`src/rtl/rcu_div_bank_if.sv`:
```
// Configuration request channel of the RCU clock-divider bank.
// The slave side is the divider bank; the master is the RCU register file.
interface rcu_div_bank_if #(
  parameter int CH_NUM    = 4,
  parameter int DIV_WIDTH = 8
);
  localparam int CH_W = (CH_NUM > 1) ? $clog2(CH_NUM) : 1;

  logic                 cfg_valid;
  logic                 cfg_ready;
  logic [CH_W-1:0]      cfg_ch;
  logic                 cfg_en;
  logic [DIV_WIDTH-1:0] cfg_div;
  logic                 cfg_err;

  modport master (
    output cfg_valid, cfg_ch, cfg_en, cfg_div,
    input  cfg_ready, cfg_err
  );

  modport slave (
    input  cfg_valid, cfg_ch, cfg_en, cfg_div,
    output cfg_ready, cfg_err
  );
endinterface

```
`src/rtl/rcu_div_bank.sv`:
```
// N-channel programmable clock-divider bank with per-channel reset release.
// Reconfiguration is deferred to the next period boundary so outputs never glitch.
module rcu_div_bank #(
  parameter int CH_NUM      = 4,
  parameter int DIV_WIDTH   = 8,
  parameter int RST_DLY     = 4,
  parameter int DIV_RST_VAL = 3
) (
  input  logic                clk_i,
  input  logic                rst_i,
  rcu_div_bank_if.slave       cfg,
  output logic [CH_NUM-1:0]   div_clk_o,
  output logic [CH_NUM-1:0]   rst_n_o,
  output logic [CH_NUM-1:0]   done_o
);

  localparam int CH_W = (CH_NUM > 1) ? $clog2(CH_NUM) : 1;
  localparam int BC_W = $clog2(RST_DLY + 1);
  localparam logic [CH_W:0]      CH_LIM = (CH_W+1)'(CH_NUM);
  localparam logic [BC_W-1:0]    BC_MAX = BC_W'(RST_DLY);
  localparam logic [DIV_WIDTH-1:0] DIV_INIT = DIV_WIDTH'(DIV_RST_VAL);

  typedef enum logic [1:0] {IDLE, WARM, RUN, PEND} state_t;

  function automatic logic [DIV_WIDTH-1:0] clamp_div(input logic [DIV_WIDTH-1:0] d);
    return (d == '0) ? DIV_WIDTH'(1) : d;
  endfunction

  function automatic logic [BC_W-1:0] sat_inc(input logic [BC_W-1:0] b);
    return (b >= BC_MAX) ? b : b + 1'b1;
  endfunction

  logic [CH_NUM-1:0] pend;
  logic              ch_ok;
  logic              accept;

  assign ch_ok  = {1'b0, cfg.cfg_ch} < CH_LIM;
  assign accept = cfg.cfg_valid && cfg.cfg_ready;

  // Only a valid channel holding a deferred request can stall the bus.
  always_comb begin
    cfg.cfg_ready = 1'b1;
    for (int i = 0; i < CH_NUM; i++) begin
      if (cfg.cfg_ch == CH_W'(i) && pend[i]) cfg.cfg_ready = 1'b0;
    end
  end

  always_ff @(posedge clk_i) begin
    if (rst_i) cfg.cfg_err <= 1'b0;
    else       cfg.cfg_err <= accept && !ch_ok;
  end

  for (genvar g = 0; g < CH_NUM; g++) begin : g_ch
    state_t               state_q;
    logic [DIV_WIDTH-1:0] cnt_q;
    logic [DIV_WIDTH-1:0] div_q;
    logic [DIV_WIDTH-1:0] pdiv_q;
    logic                 pen_q;
    logic [BC_W-1:0]      bcnt_q;
    logic                 clk_q;
    logic                 rstn_q;
    logic                 done_q;

    logic                 acc_ch;
    logic                 boundary;
    logic [BC_W-1:0]      bnext;
    logic                 rel;
    logic                 apply_vld;
    logic                 apply_en;
    logic [DIV_WIDTH-1:0] apply_div;
    logic [DIV_WIDTH-1:0] cnt_inc;

    assign acc_ch    = accept && (cfg.cfg_ch == CH_W'(g));
    assign boundary  = (cnt_q == div_q);
    assign bnext     = sat_inc(bcnt_q);
    assign rel       = rstn_q || (bnext >= BC_MAX);
    assign apply_vld = (state_q == PEND) || acc_ch;
    assign apply_en  = (state_q == PEND) ? pen_q  : cfg.cfg_en;
    assign apply_div = (state_q == PEND) ? pdiv_q : clamp_div(cfg.cfg_div);
    assign cnt_inc   = cnt_q + 1'b1;

    always_ff @(posedge clk_i) begin
      if (rst_i) begin
        state_q <= IDLE;
        cnt_q   <= '0;
        div_q   <= DIV_INIT;
        pen_q   <= 1'b0;
        bcnt_q  <= '0;
        clk_q   <= 1'b0;
        rstn_q  <= 1'b0;
        done_q  <= 1'b0;
      end else begin
        done_q <= 1'b0;
        case (state_q)
          IDLE: begin
            if (acc_ch && cfg.cfg_en) begin
              div_q   <= clamp_div(cfg.cfg_div);
              cnt_q   <= '0;
              bcnt_q  <= '0;
              clk_q   <= 1'b1;
              done_q  <= 1'b1;
              state_q <= WARM;
            end
          end
          default: begin
            if (boundary) begin
              cnt_q  <= '0;
              clk_q  <= 1'b1;
              bcnt_q <= bnext;
              if (apply_vld && !apply_en) begin
                state_q <= IDLE;
                clk_q   <= 1'b0;
                rstn_q  <= 1'b0;
                bcnt_q  <= '0;
                done_q  <= 1'b1;
              end else begin
                rstn_q  <= rel;
                state_q <= rel ? RUN : WARM;
                if (apply_vld) begin
                  div_q  <= apply_div;
                  done_q <= 1'b1;
                end
              end
            end else begin
              cnt_q <= cnt_inc;
              clk_q <= (cnt_inc <= (div_q >> 1));
              // Mid-period requests wait here until the boundary.
              if (acc_ch) begin
                pen_q   <= cfg.cfg_en;
                pdiv_q  <= clamp_div(cfg.cfg_div);
                state_q <= PEND;
              end
            end
          end
        endcase
      end
    end

    assign pend[g]      = (state_q == PEND);
    assign div_clk_o[g] = clk_q;
    assign rst_n_o[g]   = rstn_q;
    assign done_o[g]    = done_q;
  end

endmodule

```
`src/flat_wrapper.sv`:
```
// flat-port wrapper written by rule: the top's interface ports become plain ports
module rcu_div_bank_flat 
#(
  parameter int CH_NUM      = 4,
  parameter int DIV_WIDTH   = 8,
  parameter int RST_DLY     = 4,
  parameter int DIV_RST_VAL = 3
)
  (clk_i, rst_i, div_clk_o, rst_n_o, done_o, cfg_cfg_valid, cfg_cfg_ch, cfg_cfg_en, cfg_cfg_div, cfg_cfg_ready, cfg_cfg_err);
  rcu_div_bank_if #(.CH_NUM(CH_NUM), .DIV_WIDTH(DIV_WIDTH)) cfg_i ();
  input  logic clk_i;
  input  logic rst_i;
  output logic [CH_NUM-1:0] div_clk_o;
  output logic [CH_NUM-1:0] rst_n_o;
  output logic [CH_NUM-1:0] done_o;
  input wire logic [$bits(cfg_i.cfg_valid)-1:0] cfg_cfg_valid;
  input wire logic [$bits(cfg_i.cfg_ch)-1:0] cfg_cfg_ch;
  input wire logic [$bits(cfg_i.cfg_en)-1:0] cfg_cfg_en;
  input wire logic [$bits(cfg_i.cfg_div)-1:0] cfg_cfg_div;
  output wire logic [$bits(cfg_i.cfg_ready)-1:0] cfg_cfg_ready;
  output wire logic [$bits(cfg_i.cfg_err)-1:0] cfg_cfg_err;
  assign cfg_i.cfg_valid = cfg_cfg_valid;
  assign cfg_i.cfg_ch = cfg_cfg_ch;
  assign cfg_i.cfg_en = cfg_cfg_en;
  assign cfg_i.cfg_div = cfg_cfg_div;
  assign cfg_cfg_ready = cfg_i.cfg_ready;
  assign cfg_cfg_err = cfg_i.cfg_err;
  rcu_div_bank #(.CH_NUM(CH_NUM), .DIV_WIDTH(DIV_WIDTH), .RST_DLY(RST_DLY), .DIV_RST_VAL(DIV_RST_VAL)) u_core (.clk_i(clk_i), .rst_i(rst_i), .cfg(cfg_i), .div_clk_o(div_clk_o), .rst_n_o(rst_n_o), .done_o(done_o));
endmodule
```
`config.mk`:
```
export PLATFORM = sky130hd
export DESIGN_NAME = rcu_div_bank_flat
export DESIGN_NICKNAME = d
export VERILOG_FILES = /design/src/rtl/rcu_div_bank_if.sv /design/src/rtl/rcu_div_bank.sv /design/src/flat_wrapper.sv
export SDC_FILE = /design/constraint.sdc
export NUM_CORES = 1
export LEC_CHECK = 0
export BUFFER_PORTS_ARGS = -buffer_cell sky130_fd_sc_hd__buf_2
export CAP_MARGIN = 10
export CORE_MARGIN = 2
export CORE_UTILIZATION = 45
export CTS_CLUSTER_SIZE = 20
export DETAILED_ROUTE_END_ITERATION = 8
export HOLD_SLACK_MARGIN = 0.06
export PLACE_DENSITY = 0.63
export SYNTH_ARGS = -nofsm -noshare
export SYNTH_HDL_FRONTEND = slang
export SYNTH_SLANG_ARGS = --single-unit
```
`constraint.sdc`:
```
create_clock -name clk_i -period 3.2 [get_ports clk_i]
set_input_delay 0.32 -clock clk_i [delete_from_list [all_inputs] [get_ports clk_i]]
set_output_delay 0.32 -clock clk_i [all_outputs]
set_load 0.005 [all_outputs]
```
Word level (Yosys, flattened, before mapping) --
Cells that the tools add are included.
Operators by class: equality and inequality tests 19, add/sub/neg operators 8, reduce and logical (&&, ||, !) cells 71, bitwise operators 9, mux-type cells 129, order comparisons 12
Operators by type and width (count):
- $mux 8 | 37
- $mux 3 | 20
- $mux 1 | 48
- $mux 2 | 24
- $add 8x1->8 const B | 4
- $eq 8x8->1 | 4
- $le 8x7->1 | 4
- $reduce_and 4->1 | 8
- $ge 3x3->1 const B | 8
- $reduce_and 2->1 | 12
- $logic_and 1x1->1 | 17
- $reduce_bool 2->1 | 8
- $add 3x1->3 const B | 4
- $eq 2x2->1 const B | 6
- $reduce_and 3->1 | 4
- $reduce_bool 3->1 | 4
- $logic_not 2->1 | 5
- $not 1->1 | 9
- $logic_not 8->1 | 1
- $logic_or 1x1->1 | 8
- $ne 2x1->1 const B | 4
- $ne 2x2->1 const B | 4
- $logic_not 1->1 | 4
- $eq 2x1->1 const B | 1
Word-level totals: bits of input ports 14, register bits after elaboration 132, output and inout port bits 14, logic and storage cells 284

Logic depth before layout (Yosys ltp) --
Gate-level depths: netlist (run 1).
depth after elaboration 13, depth in mapped cells 10, gate-level depth less buffers 10

Least setup slack after synthesis (run 1) --
Ideal clock, no wire load.
path type reg-to-reg, start point reg u_core.g_ch[3].cnt_q[5], end point reg u_core.g_ch[3].pdiv_q[0] (enable), arrival time 1947 ps, buffers on the path 2, required time 2805 ps, clock period less this slack 2342 ps, stages on the path, launching flop included 7, setup slack 858 ps, library setup time 395 ps, cells stage by stage dfxtp_1 buf_2 xnor2_1 nand4_1 o22ai_2 buf_2 nor4_1
On the way: cells in the longest elaborated chain, start to end 3
Ends and longest elaborated chain:
- from (decl) | RTL line rcu_div_bank.sv:55 | logic [DIV_WIDTH-1:0] cnt_q;
- from (signal assigned) | RTL line rcu_div_bank.sv:125 | cnt_q <= cnt_inc;
- $eq 8x8->1 | RTL line rcu_div_bank.sv:74 | assign boundary = (cnt_q == div_q);
- $not 1->1 (no line)
- $reduce_and 4->1 (no line)
- to (signal assigned) | RTL line rcu_div_bank.sv:130 | pdiv_q <= clamp_div(cfg.cfg_div);
- to (decl) | RTL line rcu_div_bank.sv:57 | logic [DIV_WIDTH-1:0] pdiv_q;
Every way passes these cells. A chain may end at the register's enable or synchronous reset.

Final worst setup path (run 1) --
start point reg u_core.g_ch[1].cnt_q[0], end point reg u_core.g_ch[1].clk_q
On the way: cells in the longest elaborated chain, start to end 4, elaborated cells between the ends (all ways) 5, classes of those cells add/sub: 1; order compare: 1; eq/ne: 1; mux: 2
Ends and longest elaborated chain:
- from (decl) | RTL line rcu_div_bank.sv:55
- from (signal assigned) | RTL line rcu_div_bank.sv:125
- $add 8x1->8 | RTL line rcu_div_bank.sv:80 | assign cnt_inc = cnt_q + 1'b1;
- $le 8x7->1 | RTL line rcu_div_bank.sv:126 | clk_q <= (cnt_inc <= (div_q >> 1));
- $mux 1 * | RTL line rcu_div_bank.sv:106 | if (boundary) begin
- $mux 1 * | RTL line rcu_div_bank.sv:94 | case (state_q)
- to (signal assigned) | RTL line rcu_div_bank.sv:126
- to (decl) | RTL line rcu_div_bank.sv:60 | logic clk_q;
Every way passes the cells marked *; elsewhere a longest branch is shown, timed or not.

==> results of run 1 <==
==> cell usage in the layout, fill, tap and decap left out, drive strengths merged, types with 12 or more instances in the layout <==
cell	synthesis	routed
buf	30	34
and3	22	22
a211oi	13	13
edfxtp	32	32
or4	13	13
inv	46	47
xnor2	45	45
mux2i	26	26
a2111oi	16	16
nand4	19	19
a21oi	41	41
clkbuf	30	19
dfxtp	100	100
o31ai	19	19
nor2	52	52
nor4	12	12
ha	40	40
o21ai	32	32
nor3	13	13
nand2	45	45
nand3	22	22
==> synthesized netlist by cell type, types with 3 or more instances <==
| library cell | instances | area (um^2) |
|---|---|---|
| inv_1 | 46 | 173 |
| nor4_1 | 11 | 68.8 |
| o21ai_2 | 3 | 26.3 |
| and2_1 | 5 | 31.3 |
| clkbuf_1 | 29 | 109 |
| buf_6 | 3 | 33.8 |
| a2bb2oi_1 | 3 | 26.3 |
| o41ai_1 | 3 | 26.3 |
| o21ai_0 | 29 | 145 |
| o22ai_1 | 3 | 18.8 |
| or2_2 | 3 | 18.8 |
| or4_1 | 13 | 97.6 |
| nand4_1 | 16 | 100 |
| ha_1 | 40 | 500 |
| nand2b_1 | 3 | 18.8 |
| a22o_1 | 11 | 96.3 |
| a2111oi_0 | 14 | 123 |
| edfxtp_1 | 32 | 961 |
| xor2_1 | 11 | 96.3 |
| nor2_1 | 52 | 195 |
| nor2b_1 | 4 | 25.0 |
| and4_1 | 5 | 43.8 |
| dfxtp_1 | 100 | 2000 |
| buf_4 | 14 | 105 |
| buf_2 | 12 | 60.1 |
| nand2_1 | 45 | 169 |
| nand3_1 | 22 | 110 |
| o311ai_0 | 3 | 26.3 |
| xnor2_1 | 44 | 385 |
| a221oi_1 | 5 | 43.8 |
| a211oi_1 | 13 | 97.6 |
| a22oi_1 | 8 | 60.1 |
| nor4b_1 | 4 | 35.0 |
| a311oi_1 | 8 | 70.1 |
| a21o_1 | 3 | 22.5 |
| a211o_1 | 6 | 52.6 |
| a21oi_1 | 39 | 195 |
| a31oi_1 | 3 | 18.8 |
| and3_1 | 21 | 131 |
| o31ai_1 | 19 | 143 |
| a31o_2 | 3 | 26.3 |
| nor3_1 | 12 | 60.1 |
| mux2i_1 | 26 | 260 |
==> final timing paths <==
path | to | slack, ps | depth (start not counted)
min | u_core.g_ch[2].pdiv_q[6]$_DFFE_PP_ | 240 | 1
min reg2reg | u_core.g_ch[3].div_q[0]$_SDFFE_PP1P_ | 490 | 1
max reg2reg | u_core.g_ch[1].clk_q$_SDFFE_PP0P_ | 550 | 9
max | u_core.g_ch[1].clk_q$_SDFFE_PP0P_ | 550 | 9
==> cell type report <==
class	count	area, um^2
Fill cell	1494	8220
Multi-Input combinational cell	553	4010
Sequential cell	132	2960
Clock buffer	19	433
Tap cell	220	275
Timing Repair Buffer	34	193
Inverter	47	176
Clock inverter	13	136
==> routing by layer <==
metal  vias to the layer above  routed length (um)
li1                       2939                   -
met1                      2843                8010
met2                       122                8380
met3                        22                 582
met4                         0                 299
met5                         -                   0
==> registers in the layout, summed over array words and instances, names as in the netlist <==
name,count
u_core.g_ch.clk_q,4
u_core.g_ch.cnt_q,32
u_core.g_ch.done_q,4
u_core.g_ch.rstn_q,4
u_core.g_ch.div_q,32
u_core.g_ch.pdiv_q,32
u_core.g_ch.pen_q,4
u_core.g_ch.state_q,8
u_core.g_ch.bcnt_q,12
==> kinds of logic after synthesis <==
group,synth area share
simple gates,0.172
compound gates,0.193
flops,0.397
buf+inv,0.0660
xor+xnor,0.0667
fa+ha+maj,0.0670
mux,0.0384
other cells,0.000502
==> metrics by stage <==
stage	total power [mW]	cell area, um^2
4_1_cts	4.00	8190
3_5_place_dp	2.12	7620
3_3_place_gp	2.11	7620
5_1_grt	4.10	8190
6_report	3.97	8190
2_1_floorplan	2.04	7470
==> where the power goes <==
part | internal, mW | total (mW) | leakage [nW] | switching (mW)
Clock | 1.14 | 1.88 | 0.271 | 0.739
Sequential | 1.73 | 1.76 | 1.10 | 0.0289
Combinational | 0.115 | 0.327 | 1.67 | 0.212
==> flow_summary.yaml, run 1 <==
die:
  start_util: 0.455
  coreArea_um2: 16400
  rows: 47
  die_x_um: 133
  dieArea_um2: 17600
  die_height_um: 133
  io_pins: 28
pwr:
  ir_worst_vdd_uv: 384
  powerDensity_nw_per_um2: 485
  leakage_nw: 3.04
setup_path:
  critPathLaunchType: "flip-flop"
  max_stage_delay_ps: 440
  r2r-start: "u_core.g_ch[1].cnt_q[0]$_SDFFE_PP0P_"
  cp.arrival_ps: 2950
  critPathTopFamily: "compound AO/OA/AOI/OAI gates"
  path_buf_inv: 0
  critPathMaxFanout: 6
  setup.worst_path.end_class: "flip-flop"
  critPathKind: "reg -> reg"
  cp_cell_sequence: "ha_1 -> nand3_1 -> xnor2_1 -> ha_1 -> a21oi_1 -> nand2_1 -> a2111oi_0 -> o21ai_0 -> a2111oi_0"
  cpMaxStageDelayCell: "dfxtp_1"
  crit_required_ps: 3500
  critPathLaunch: "u_core.g_ch[1].cnt_q[0]$_SDFFE_PP0P_"
logic_synthesis:
  yosysWarnings: 0
  ys_seq_area_frac: 0.397
  avgSynthCellArea_um2: 9.43
  synth_cell_types: 76
  synth_seq_cells: 132
  synth_edf_count: 32
  ys.flop_type: "dfxtp_1"
  syn_nets: 846
  syn-cell-area_um2: 7470
  async_reset_ff_frac: 0
  syn_inst: 792
global_routing:
  grt.busiest_layer: "met2"
  grt_max_degree: 67
  grt_usage: 0.201
  grt_pass1_vias: 5878
  grtUsageMet3: 0.0368
  grtUsageMet2: 0.334
  overflow: 0
  antenna_found_initial: 0
  grt_pass1_wl_um: 28900
  use_met1: 0.261
timing:
  fmax_mhz: 378
  finalClockSkew_ps: 9.06
  hold_viol_final: 0
  setup_viol: 0
  rsz0062_at_grt: "no"
  holdWs_ps: 236
  worst_pin_slew_ps: 1070
  layout_min_cycle_time_ps: 2650
  drv_slew: 0
  layout_setup_ws_ps: 552
  setup-tns-final_ps: 0
  slew-limit-headroom: 0.283
  fin_crit_sh: 0.828
hold_path:
  hold_class: "in -> reg"
  hold_start: "cfg_cfg_div[6]"
drt:
  wl_um: 17300
  vias_per_cell: 5.82
  via_count: 5926
  ant_nets: 0
  wl_per_cell_um: 17.0
  first_pass_iters: 5
  drtIter0Drc: 475
  drc: 0
layout:
  antennaDiodeCount: 0
  syn2layout_area_growth_pct: 9.65
  fin_cells: 1018
  fin_util: 0.499
  drive_above_1_share: 0.112
  fin_nets: 839
clocking:
  clock_latency_ps: 420
  cts_tree: "yes"
  clock_path_buffers: 2
  cts-htree-levels: 4
  cts_buffers: 17
  cts_setup_buffers: 0
  hold_buffers: 0
  cts.sinks: 132
  cts_resized: 0
  root_buffer: "clkbuf_16"
  cts.clk_slew.worst_paths_ps: 60
job:
  maxCapViolations: 0
outcome:
  status: "completed"
placement:
  place_inst: 986
  place.gp.congestion: 0.912
  dp_hpwl_um: 12200
  post-place-ws_ps: 586
  io_buffers: 26
Note: power is estimated with default switching activity, not from simulation.
==> run 2: changes to the inputs <==
clock period = 2.8 ns   (was 3.2 ns; I/O delays follow)
==> run 2 against run 1 <==
Hold slack worse by 49 ps. First-iteration DRC count down 12%. Setup slack worse by 360 ps. Combinational power up 16%. Die area unchanged. Critical path depth unchanged. Cell count up 0.29%. Critical path type unchanged.
==> flow_summary.yaml, run 2 (synthesis gave the netlist of run 1 again) <==
outcome:
  status: "completed"
timing:
  fin_crit_sh: 0.933
  setup-tns-final_ps: 0
  layout_min_cycle_time_ps: 2610
  hold_viol_final: 0
  rsz0062_at_grt: "no"
  slew-limit-headroom: 0.296
  drv_slew: 0
  holdWs_ps: 188
  setup_viol: 0
  fmax_mhz: 383
  worst_pin_slew_ps: 1050
  finalClockSkew_ps: 9.11
pwr:
  seqPwrFrac: 0.408
  swShare: 0.230
  p_sw_mw: 1.14
  ir_worst_vdd_uv: 504
  leakage_nw: 3.11
  comb_power_share: 0.076
  pwr-share-clk: 0.516
  powerDensity_nw_per_um2: 594
  p_int_mw: 3.81
layout:
  nFillCells: 1464
  syn2layout_area_growth_pct: 11.4
  layout_commonest_cell: "dfxtp_1"
  final_area_um2: 8320
  drive_above_1_share: 0.119
  mostFrequentLayoutCells: "99 x dfxtp_1, 52 x nor2_1, 46 x inv_1"
  largestRegisters: "u_core.g_ch.cnt_q x32, u_core.g_ch.div_q x32, u_core.g_ch.pdiv_q x32"
  fin_nets: 841
clocking:
  cts_resized: 0
  cts-htree-levels: 4
  cts.clk_slew.worst_paths_ps: 60
  cts_buffers: 17
  cts_tree: "yes"
  root_buffer: "clkbuf_16"
  cts.sinks: 132
  clock_path_buffers: 2
  clock_latency_ps: 430
  hold_buffers: 0
  cts_setup_buffers: 0
drt:
  drc: 0
  vias_per_cell: 5.86
  first_pass_iters: 6
  wl_per_cell_um: 17.3
  via_count: 5987
  drtIter0Drc: 418
  wl_um: 17600
  ant_nets: 0
die:
  die_height_um: 133
  die_x_um: 133
  rows: 47
  dieArea_um2: 17600
  start_util: 0.455
  io_pins: 28
  coreArea_um2: 16400
setup_path:
  cp.arrival_ps: 2970
  r2r-start: "u_core.g_ch[3].cnt_q[0]$_SDFFE_PP0P_"
  r2r_slack_ps: 190
  r2r_cells: 9
  timing.rr.end: "u_core.g_ch[3].clk_q$_SDFFE_PP0P_"
  critPathLaunchType: "flip-flop"
  critPathKind: "reg -> reg"
  crit_required_ps: 3160
  setup.worst_path.end_class: "flip-flop"
  critPathMaxFanout: 6
hold_path:
  hold_start: "cfg_cfg_div[6]"
  hold_class: "in -> reg"
  whs_endpoint: "u_core.g_ch[0].pdiv_q[6]$_DFFE_PP_"
  hold_depth: 1
job:
  maxCapViolations: 0
global_routing:
  grtUsageMet3: 0.0475
  grt_pass1_vias: 5902
  grtUsageMet2: 0.339
  grt_max_degree: 59
  grt_usage: 0.207
  overflow: 0
  antenna_found_initial: 0
  use_met1: 0.267
  grt.busiest_layer: "met2"
  grt_pass1_wl_um: 29800
placement:
  place.gp.congestion: 0.881
  placed_cell_area_um2: 7640
  io_buffers: 26
  dp_hpwl_um: 12200
-- run 2: how the worst max path moves through the flow --
stage | startpoint | endpoint | slack (ps) | cells past startpoint
after floorplan | u_core.g_ch[3].cnt_q[5]$_SDFFE_PP0P_ | u_core.g_ch[3].pdiv_q[0]$_DFFE_PP_ | 460 | 6
after global placement | u_core.g_ch[1].cnt_q[0]$_SDFFE_PP0P_ | u_core.g_ch[1].clk_q$_SDFFE_PP0P_ | 320 | 9
after detailed placement | u_core.g_ch[1].cnt_q[0]$_SDFFE_PP0P_ | u_core.g_ch[1].clk_q$_SDFFE_PP0P_ | 230 | 9
after CTS | u_core.g_ch[1].cnt_q[0]$_SDFFE_PP0P_ | u_core.g_ch[1].clk_q$_SDFFE_PP0P_ | 160 | 9
after global routing | u_core.g_ch[1].cnt_q[1]$_SDFFE_PP0P_ | u_core.g_ch[1].clk_q$_SDFFE_PP0P_ | 30 | 9
final | u_core.g_ch[3].cnt_q[0]$_SDFFE_PP0P_ | u_core.g_ch[3].clk_q$_SDFFE_PP0P_ | 190 | 9
-- run 2: layout make-up --
cell class / count / area, um^2 / share of cell area
clock inverters: 13 / 230 / 0.0277
inverters: 47 / 176 / 0.0212
repair buffers: 36 / 208 / 0.0250
clock buffers: 19 / 443 / 0.0532
flip-flops and latches: 132 / 2960 / 0.356
well taps: 220 / 275 / 0.0331
diodes: 1 / 2.50 / 0.000301
multi-input cells: 553 / 4020 / 0.483
-- run 2: metrics by stage --
step / cells / utilization / setup WS [ps] / power, mW
floorplan: 792 / - / 458 / 2.33
CTS: 1020 / 0.506 / 163 / 4.98
detailed placement: 988 / 0.465 / 227 / 2.43
global route: 1020 / 0.507 / 30.9 / 5.10
global placement: 988 / 0.465 / 315 / 2.42
finish: 1021 / 0.507 / 188 / 4.94
-- run 2: layer usage --
layer | share of wire | wire length (um) | vias up
met5 | 0 | 0 | -
met4 | 0.021 | 374 | 0
met3 | 0.037 | 645 | 33
met2 | 0.48 | 8490 | 138
met1 | 0.46 | 8130 | 2881
li1 | - | - | 2935
-- run 2: critical path, stage by stage (launching register included) --
cell	delay, ps
dfxtp_1	470
ha_1	290
and3_1	220
xor2_1	210
ha_1	290
a21oi_1	150
nand2_1	60
a2111oi_0	510
o21ai_0	170
a21oi_1	170
-- run 2: power by group through the flow --
| stage | Sequential (mW) | Combinational [mW] | Clock [mW] |
|---|---|---|---|
| 6_report | 2.01 | 0.378 | 2.55 |
| 5_1_grt | 2.02 | 0.417 | 2.67 |
| 4_1_cts | 2.01 | 0.377 | 2.59 |
| 3_5_place_dp | 2.05 | 0.373 | 0 |
| 3_3_place_gp | 2.05 | 0.364 | 0 |
| 2_1_floorplan | 2.04 | 0.282 | 0 |
==> run 3: changes to the inputs <==
CTS_CLUSTER_SIZE = 30   (was 20)
PLACE_DENSITY = 0.58   (was 0.63)
==> run 3 against run 2 <==
Setup slack improved by 64 ps. Utilization decreased by 0.13 points. Largest cell class unchanged. Design area decreased by 0.26%. Sequential share of layout area increased by 0.076 points. Clock power decreased by 4%. Critical path depth unchanged. Die area unchanged. Highest routed layer unchanged. Largest power group unchanged. Total power decreased by 1.8%.
==> flow_summary.yaml, run 3 (synthesis gave the netlist of run 1 again) <==
clocking:
  clock_latency_ps: 430
  cts.clk_slew.worst_paths_ps: 60
  cts_resized: 0
  root_buffer: "clkbuf_16"
  cts-htree-levels: 4
  clock_path_buffers: 2
  cts.sinks: 132
  cts_buffers: 17
  cts_setup_buffers: 0
  hold_buffers: 0
  cts_tree: "yes"
timing:
  drv_slew: 0
  rsz0062_at_grt: "no"
  fmax_mhz: 392
  hold_viol_final: 0
  worst_pin_slew_ps: 1090
  setup-tns-final_ps: 0
  finalClockSkew_ps: 7.99
  setup_viol: 0
  layout_min_cycle_time_ps: 2550
  fin_crit_sh: 0.910
  slew-limit-headroom: 0.265
  layout_setup_ws_ps: 252
die:
  rows: 47
  io_pins: 28
  die_height_um: 133
  start_util: 0.455
  coreArea_um2: 16400
  die_x_um: 133
  dieArea_um2: 17600
outcome:
  status: "completed"
drt:
  wl_per_cell_um: 17.4
  first_pass_iters: 5
  wl_um: 17700
  ant_nets: 0
  drc: 0
  drtIter0Drc: 454
  via_count: 5988
  vias_per_cell: 5.87
layout:
  layout_commonest_cell: "dfxtp_1"
  syn2layout_area_growth_pct: 11.1
  drive_above_1_share: 0.116
  fin_nets: 841
  fin_util: 0.506
  antennaDiodeCount: 0
  final_area_um2: 8300
  nFillCells: 1531
  register_area_um2: 2960
  fin_cells: 1020
  mostFrequentLayoutCells: "100 x dfxtp_1, 52 x nor2_1, 46 x inv_1"
  largestRegisters: "u_core.g_ch.cnt_q x32, u_core.g_ch.div_q x32, u_core.g_ch.pdiv_q x32"
  multiInputGateArea_um2: 4020
setup_path:
  path_buf_inv: 0
  critPathKind: "reg -> reg"
  cp.depth: 9
  endpoint: "u_core.g_ch[1].clk_q$_SDFFE_PP0P_"
  critPathTopFamily: "compound AO/OA/AOI/OAI gates"
  setup.worst_path.end_class: "flip-flop"
  max_stage_delay_ps: 420
  critPathMaxFanout: 5
  critPathLaunchType: "flip-flop"
  crit_required_ps: 3110
  timing.rr.end: "u_core.g_ch[1].clk_q$_SDFFE_PP0P_"
  cp_cell_sequence: "ha_2 -> nand3_1 -> xnor2_1 -> ha_1 -> a21oi_1 -> nand2_1 -> a2111oi_0 -> o21ai_0 -> a2111oi_1"
  critPathLaunch: "u_core.g_ch[1].cnt_q[1]$_SDFFE_PP0P_"
  cp.arrival_ps: 2860
  r2r_cells: 9
  cpMaxStageDelayCell: "dfxtp_1"
  r2r_slack_ps: 250
  r2r-start: "u_core.g_ch[1].cnt_q[1]$_SDFFE_PP0P_"
placement:
  post-place-ws_ps: 251
  place_inst: 988
  dp_hpwl_um: 12300
  io_buffers: 26
  place.gp.congestion: 0.834
  placed_cell_area_um2: 7650
pwr:
  ir_worst_vdd_uv: 456
  powerDensity_nw_per_um2: 585
  leakage_nw: 3.08
global_routing:
  grt_pass1_vias: 5896
  antenna_found_initial: 0
  overflow: 0
  grt_pass1_wl_um: 29900
  grt_max_degree: 80
  grt_usage: 0.209
job:
  maxCapViolations: 0
hold_path:
  hold_class: "in -> reg"
## run 3: changes by cell type in the layout (fill, tap and decap cells not counted), sizes merged
cell / previous run / this run
bufinv: 6 / 5
clkinv: 5 / 3
clkinvlp: 3 / 5
inv: 46 / 47
diode: 1 / 0
## run 3: through the flow
step / hold slack (ps) / power, mW
final: 207 / 4.85
after global routing: 199 / 5.04
after CTS: 201 / 4.88
after detailed placement: 493 / 2.43
after global placement: 483 / 2.42
after floorplan: 457 / 2.33
## run 3: power by group
part | internal, mW | switching (mW) | total [mW]
Sequential | 1.98 | 0.0315 | 2.01
Combinational | 0.135 | 0.247 | 0.382
Clock | 1.60 | 0.857 | 2.46
Total | 3.72 | 1.14 | 4.85
## run 3: layout make-up
cell class	count	area share
inverters	47	0.0213
flip-flops and latches	132	0.357
clock inverters	13	0.0247
well taps	220	0.0332
clock buffers	19	0.0534
multi-input cells	553	0.484
repair buffers	36	0.0265
## run 3: worst min path at each step
stage | start | endpoint | slack [ps] | cells past startpoint
6_report | cfg_cfg_div[3] | u_core.g_ch[1].pdiv_q[3]$_DFFE_PP_ | 210 | 1
3_5_place_dp | u_core.g_ch[2].rstn_q$_SDFFE_PP0P_ | u_core.g_ch[2].rstn_q$_SDFFE_PP0P_ | 490 | 1
5_1_grt | cfg_cfg_div[5] | u_core.g_ch[2].pdiv_q[5]$_DFFE_PP_ | 200 | 1
3_3_place_gp | u_core.g_ch[2].rstn_q$_SDFFE_PP0P_ | u_core.g_ch[2].rstn_q$_SDFFE_PP0P_ | 480 | 1
2_1_floorplan | u_core.g_ch[3].div_q[0]$_SDFFE_PP1P_ | u_core.g_ch[3].div_q[0]$_SDFFE_PP1P_ | 460 | 1
4_1_cts | cfg_cfg_div[5] | u_core.g_ch[2].pdiv_q[5]$_DFFE_PP_ | 200 | 1
## run 3: metal layers
metal  track usage  vias up  part of all wire
li1              -     2933                 -
met1         0.280     2920              0.47
met2         0.339      119              0.48
met3        0.0494       16             0.041
met4        0.0556        0             0.011
met5             0        -                 0
